### config.mk
export PLATFORM = sky130hd
export DESIGN_NAME = bcd_count_ctrl_flat
export DESIGN_NICKNAME = d
export VERILOG_FILES = /design/src/rtl/bcd_count_pkg.sv /design/src/rtl/bcd_count_ctrl_if.sv /design/src/rtl/bcd_digit.sv /design/src/rtl/bcd_count_ctrl.sv /design/src/flat_wrapper.sv
export SDC_FILE = /design/constraint.sdc
export NUM_CORES = 1
export LEC_CHECK = 0
export BUFFER_PORTS_ARGS = -buffer_cell sky130_fd_sc_hd__buf_2
export CAP_MARGIN = 20
export CORE_ASPECT_RATIO = 0.6
export CORE_MARGIN = 3
export CORE_UTILIZATION = 45
export DETAILED_ROUTE_END_ITERATION = 8
export PLACE_DENSITY = 0.78
export SYNTH_ARGS = -nofsm -noshare
export SYNTH_HDL_FRONTEND = slang
export SYNTH_SLANG_ARGS = --single-unit
### constraint.sdc
create_clock -name i_clk -period 3.3 [get_ports i_clk]
set_input_delay 0.165 -clock i_clk [delete_from_list [all_inputs] [get_ports i_clk]]
set_output_delay 0.165 -clock i_clk [all_outputs]
set_load 0.1 [all_outputs]
### src/rtl/bcd_count_pkg.sv
// bcd_count_pkg: shared state encoding, BCD digit constants and digit validity helper.
package bcd_count_pkg;
    typedef enum logic [1:0] {IDLE, RUN, PAUSE, DONE} state_t;
    localparam int BCD_W = 4;
    localparam logic [BCD_W-1:0] BCD_MAX = 4'd9;
    function automatic logic bcd_valid(input logic [BCD_W-1:0] d);
        return d <= BCD_MAX;
    endfunction
endpackage

### src/rtl/bcd_count_ctrl_if.sv
// bcd_count_ctrl_if: command/limit inputs and count/status outputs of the BCD counter.
// Lap capture signals exist only when BCD_COUNT_CTRL_LAP_EN is defined.
interface bcd_count_ctrl_if #(parameter int DIGITS = 4);
    logic                  tick;
    logic                  start;
    logic                  stop;
    logic                  clear;
    logic [4*DIGITS-1:0]   limit;
    logic [4*DIGITS-1:0]   count;
    logic                  running;
    logic                  done;
    logic                  ovf;
`ifdef BCD_COUNT_CTRL_LAP_EN
    logic                  lap;
    logic [4*DIGITS-1:0]   lap_count;
    logic                  lap_valid;
    modport master (output tick, start, stop, clear, limit, lap, input count, running, done, ovf, lap_count, lap_valid);
    modport slave  (input tick, start, stop, clear, limit, lap, output count, running, done, ovf, lap_count, lap_valid);
`else
    modport master (output tick, start, stop, clear, limit, input count, running, done, ovf);
    modport slave  (input tick, start, stop, clear, limit, output count, running, done, ovf);
`endif
endinterface

### src/rtl/bcd_digit.sv
// bcd_digit: one decade counter (0-9) with synchronous clear and ripple carry out.
module bcd_digit
    import bcd_count_pkg::*;
(
    input  logic             i_clk,
    input  logic             i_rst_n,
    input  logic             i_clr,
    input  logic             i_inc,
    output logic [BCD_W-1:0] o_q,
    output logic             o_carry
);
    logic [BCD_W-1:0] r_q;
    assign o_q     = r_q;
    assign o_carry = i_inc && r_q == BCD_MAX;
    // an out-of-range value can only arise from upset; it rolls to 0 rather than climbing
    always_ff @(posedge i_clk or negedge i_rst_n)
        if (!i_rst_n)
            r_q <= '0;
        else if (i_clr)
            r_q <= '0;
        else if (i_inc)
            r_q <= (o_carry || !bcd_valid(r_q)) ? '0 : r_q + 4'd1;
endmodule

### src/rtl/bcd_count_ctrl.sv
// bcd_count_ctrl: run/pause/clear sequencer for a DIGITS-long BCD counter with terminal compare.
// Define BCD_COUNT_CTRL_LAP_EN to add the lap capture register.
module bcd_count_ctrl
    import bcd_count_pkg::*;
#(
    parameter int DIGITS = 4
) (
    input  logic          i_clk,
    input  logic          i_rst_n,
    bcd_count_ctrl_if.slave bus
);
    logic [DIGITS-1:0]   w_inc;
    logic [DIGITS-1:0]   w_carry;
    logic [4*DIGITS-1:0] w_count;
    logic [4*DIGITS-1:0] w_next;
    logic                w_cnt;
    logic                w_clr;
    logic                w_hit;
    logic                w_lim_ok;
    logic                w_go;
    state_t              r_state;
    state_t              w_state;
    logic                r_ovf;

    for (genvar g = 0; g < DIGITS; g++) begin : g_dig
        if (g == 0) begin : g_lsd
            assign w_inc[g] = w_cnt;
        end else begin : g_up
            assign w_inc[g] = w_carry[g-1];
        end
        assign w_next[4*g +: 4] = w_inc[g] ? (w_carry[g] ? 4'd0 : w_count[4*g +: 4] + 4'd1) : w_count[4*g +: 4];
        bcd_digit u_digit (
            .i_clk   (i_clk),
            .i_rst_n (i_rst_n),
            .i_clr   (w_clr),
            .i_inc   (w_inc[g]),
            .o_q     (w_count[4*g +: 4]),
            .o_carry (w_carry[g])
        );
    end

    always_comb begin
        w_lim_ok = 1'b1;
        for (int i = 0; i < DIGITS; i++)
            w_lim_ok = w_lim_ok && bcd_valid(bus.limit[4*i +: 4]);
    end

    // STOP outranks START, so a coincident STOP blocks any start/resume
    assign w_go  = bus.start && !bus.stop && !bus.clear;
    assign w_cnt = r_state == RUN && bus.tick && !bus.stop && !bus.clear;
    assign w_clr = bus.clear || (r_state == DONE && w_go);
    assign w_hit = w_cnt && w_lim_ok && w_next == bus.limit;

    always_ff @(posedge i_clk or negedge i_rst_n)
        if (!i_rst_n) begin
            r_state <= IDLE;
            r_ovf   <= 1'b0;
        end else begin
            r_state <= w_state;
            r_ovf   <= w_cnt && w_carry[DIGITS-1];
        end

    always_comb begin
        w_state = r_state;
        case (r_state)
            IDLE:    w_state = w_go ? RUN : IDLE;
            RUN:     w_state = bus.stop ? PAUSE : (w_hit ? DONE : RUN);
            PAUSE:   w_state = w_go ? RUN : PAUSE;
            default: w_state = w_go ? RUN : DONE;
        endcase
        if (bus.clear)
            w_state = IDLE;
    end

    assign bus.count   = w_count;
    assign bus.running = r_state == RUN;
    assign bus.done    = r_state == DONE;
    assign bus.ovf     = r_ovf;

`ifdef BCD_COUNT_CTRL_LAP_EN
    logic [4*DIGITS-1:0] r_lap_count;
    logic                r_lap_valid;
    always_ff @(posedge i_clk or negedge i_rst_n)
        if (!i_rst_n) begin
            r_lap_count <= '0;
            r_lap_valid <= 1'b0;
        end else if (bus.clear) begin
            r_lap_count <= '0;
            r_lap_valid <= 1'b0;
        end else if (bus.lap && r_state != IDLE) begin
            r_lap_count <= w_count;
            r_lap_valid <= 1'b1;
        end
    assign bus.lap_count = r_lap_count;
    assign bus.lap_valid = r_lap_valid;
`endif
endmodule

### src/flat_wrapper.sv
// flat-port wrapper written by rule: the top's interface ports become plain ports
module bcd_count_ctrl_flat import bcd_count_pkg::*;
#(
    parameter int DIGITS = 4
)
  (i_clk, i_rst_n, bus_tick, bus_start, bus_stop, bus_clear, bus_limit, bus_count, bus_running, bus_done, bus_ovf);
  bcd_count_ctrl_if #(.DIGITS(DIGITS)) bus_i ();
  input  logic i_clk;
  input  logic i_rst_n;
  input wire logic [$bits(bus_i.tick)-1:0] bus_tick;
  input wire logic [$bits(bus_i.start)-1:0] bus_start;
  input wire logic [$bits(bus_i.stop)-1:0] bus_stop;
  input wire logic [$bits(bus_i.clear)-1:0] bus_clear;
  input wire logic [$bits(bus_i.limit)-1:0] bus_limit;
  output wire logic [$bits(bus_i.count)-1:0] bus_count;
  output wire logic [$bits(bus_i.running)-1:0] bus_running;
  output wire logic [$bits(bus_i.done)-1:0] bus_done;
  output wire logic [$bits(bus_i.ovf)-1:0] bus_ovf;
  assign bus_i.tick = bus_tick;
  assign bus_i.start = bus_start;
  assign bus_i.stop = bus_stop;
  assign bus_i.clear = bus_clear;
  assign bus_i.limit = bus_limit;
  assign bus_count = bus_i.count;
  assign bus_running = bus_i.running;
  assign bus_done = bus_i.done;
  assign bus_ovf = bus_i.ovf;
  bcd_count_ctrl #(.DIGITS(DIGITS)) u_core (.i_clk(i_clk), .i_rst_n(i_rst_n), .bus(bus_i));
endmodule
==> impl_metrics.ini <==
[setup_path]
timing.rr.end = u_core.r_state[1]
critPathLaunchType = register
endpoint_kind = register
path_class = register to register
reg2regPathDepth = 8
crit_required_ns = 3.47
startpoint = u_core.g_dig[1].u_digit.o_q[0]
critPathMaxFanout = 9
cp.arrival_ns = 3.12
timing.rr.start = u_core.g_dig[1].u_digit.o_q[0]
crit_path_end = u_core.r_state[1]
reg2reg_setup_slack_ns = 0.35

[drt]
vias = 2000
drc_errors = 0
drtIter0Drc = 125
wl_per_cell_um = 15.51
postRouteAntennaNets = 0
wl_um = 5273
first_pass_iters = 4
vias_per_cell = 5.882

[place]
place_inst = 335
place_ws_ns = 0.4409
placed_area_um2 = 2132
hpwl_um = 4036
numPortBuffers = 40
gp_congestion = 0.9622

[floorplan]
ios = 41
dieArea_um2 = 5035
die_h_um = 56.18
rows = 17
fp.coreArea_um2 = 3850
die_w_um = 89.63
initial_core_util = 0.4904

[layout]
num_antenna_cells = 0
drive_gt1_frac = 0.1873
fin_nets = 318
area_delta_synth_final_pct = 15.90
post-route-util = 0.5684
design_area_um2 = 2188
stdcell_count = 340

[timing]
slew_headroom = 0.5657
finClkSkew_ns = 0.004906
fin_ws_ns = 0.3508
period_share = 0.8937
worstMarginPinSlew_ns = 0.6432
rsz0062_at_grt = no
finalMaxSlewViolations = 0
post-route-min-period_ns = 2.949
finalSetupTns_ns = 0
hold_violations = 0
setup_viol = 0
clock.fmax_mhz = 339.1

[global_route]
grt_pass1_vias = 1754
antenna_found_initial = 0
grt_max_degree = 20
track_usage = 0.2139
grtUsageMet3 = 0.04882
met2_usage = 0.2771
met1_usage = 0.3547
grt_overflow = 0
grt_pass1_wl_um = 8583
grt_most_used_layer = met1

[yosys]
synth_cells = 246
seq_area_frac_synth = 0.2518
syn-cell-area_um2 = 1888
syn_avg_cell_area_um2 = 7.675
syn_nets = 280
async_flop_share = 1.000
synthTopCellsByCount = nor2_1, o21ai_0, dfrtp_1, a21oi_1, nand2_1
synth_area_leaders = dfrtp_1, ha_1, nor2_1
yosysMostFrequentCell = nor2_1
post-synth-top-area-cell = dfrtp_1
ys_warn_count = 0
synth_edf_count = 0
netlist.area_leader.share = 0.2518
synth_seq_cells = 19
ys_types = 50
synthFlopType = dfrtp_1

[clock_network]
clk_pin_slew_worst_paths_ns = 0.08
post_cts_resized = 0
cts_buffers = 3
htree_levels = 1
clockBufferDepth = 2
insertion_delay_ns = 0.27
cts_tree = yes
ctsRootBufferMaster = clkbuf_8
cts.sinks = 19

[hold_path]
hold_class = input port to register

[power_and_ir_drop]
powerDensity_nw_per_um2 = 219.3
ir_drop_mv = 0.1585
p_leak_uw = 0.0009764

[job]
maxCapViolCount = 0

[status]
status = complete, no violations
[timing repair]
item	in CTS	in global routing
endpoints found under the setup margin	0	0
endpoints found under the hold margin	19	0
buffers inserted	0	0
hold buffers	1	0
[cell usage in the layout, fill, tap and decap left out, types with 2 or more instances in the layout]
cell type,count
clkbuf_8,3
nor4b_1,2
a31oi_1,2
nor4_1,4
o21ai_0,22
nor3b_1,2
a211oi_1,2
buf_2,40
a21oi_1,18
ha_1,12
nand4_1,2
a311oi_1,2
nand2b_1,4
dfrtp_1,19
mux2i_1,5
or3_1,2
nor3_1,4
xnor2_1,8
a22oi_1,4
and3_1,2
o22ai_1,2
nor2_1,32
nand2_1,17
and3b_1,3
and2_1,5
a211o_1,2
o211ai_1,2
nand3b_1,5
o31ai_1,2
xor2_1,5
inv_1,13
nand3_1,14
and4bb_2,2
[how the worst min path moves through the flow]
stage	startpoint	end	slack (ns)	cells past startpoint
3_3_place_gp	i_rst_n	u_core.g_dig[0].u_digit.o_q[2]	0.15	1
2_1_floorplan	i_rst_n	u_core.bus.ovf	-0.13	0
4_1_cts	bus_clear	u_core.r_state[0]	0.14	2
3_5_place_dp	i_rst_n	u_core.g_dig[0].u_digit.o_q[2]	0.15	1
5_1_grt	bus_clear	u_core.r_state[0]	0.17	2
6_report	bus_clear	u_core.r_state[0]	0.15	2
[metrics by stage]
stage	power (uW)	hold WS, ns
after global placement	309.8	0.1489
final	479.9	0.1455
after floorplan	276.3	-0.1306
after CTS	481.9	0.1444
after detailed placement	309.7	0.1504
after global routing	497.6	0.1717
[sequential cells by signal, indices dropped and copies added (netlist names)]
register	flops
u_core.g_dig.u_digit.o_q	16
u_core.r_state	2
u_core.bus.ovf	1
[report_power, final]
part	leakage, uW	switching, uW	internal (uW)
Combinational	0.000686	45.1	26.4
Sequential	0.000265	1.63	234
Clock	0.0000255	88.5	84.3
[worst max-delay path, stage by stage (launching register included)]
cell and delay (ns):
dfrtp_1 0.52, ha_1 0.28, nand3b_1 0.25, nor4_4 0.45
mux2i_1 0.30, o2111ai_1 0.14, a311o_1 0.28, or4_1 0.42
o41ai_2 0.20
[metal layers]
layer | vias to the layer above | wire [um]
met1 | 955 | 2745
li1 | 968 | -
met3 | 4 | 430
met5 | - | 0
met2 | 73 | 2078
met4 | 0 | 18
[layout make-up]
class                   count  area (um2)
inverters                  13       48.80
multi-input cells         205        1329
well taps                  57       71.32
clock buffers               3       41.29
fillers                   382        1662
repair buffers             42       217.7
flip-flops and latches     19       475.5
clock inverters             1       5.005
[cells by family after synthesis]
group,after synthesis,synth area share
AO/OA/AOI/OAI,67,0.2220
buffers and inverters,22,0.04440
multiplexers,5,0.02651
XOR/XNOR,13,0.06031
AND/OR/NAND/NOR,108,0.3154
adder cells (fa/ha/maj),12,0.07952
flip-flops,19,0.2518
Note: power is estimated with default switching activity, not from simulation.
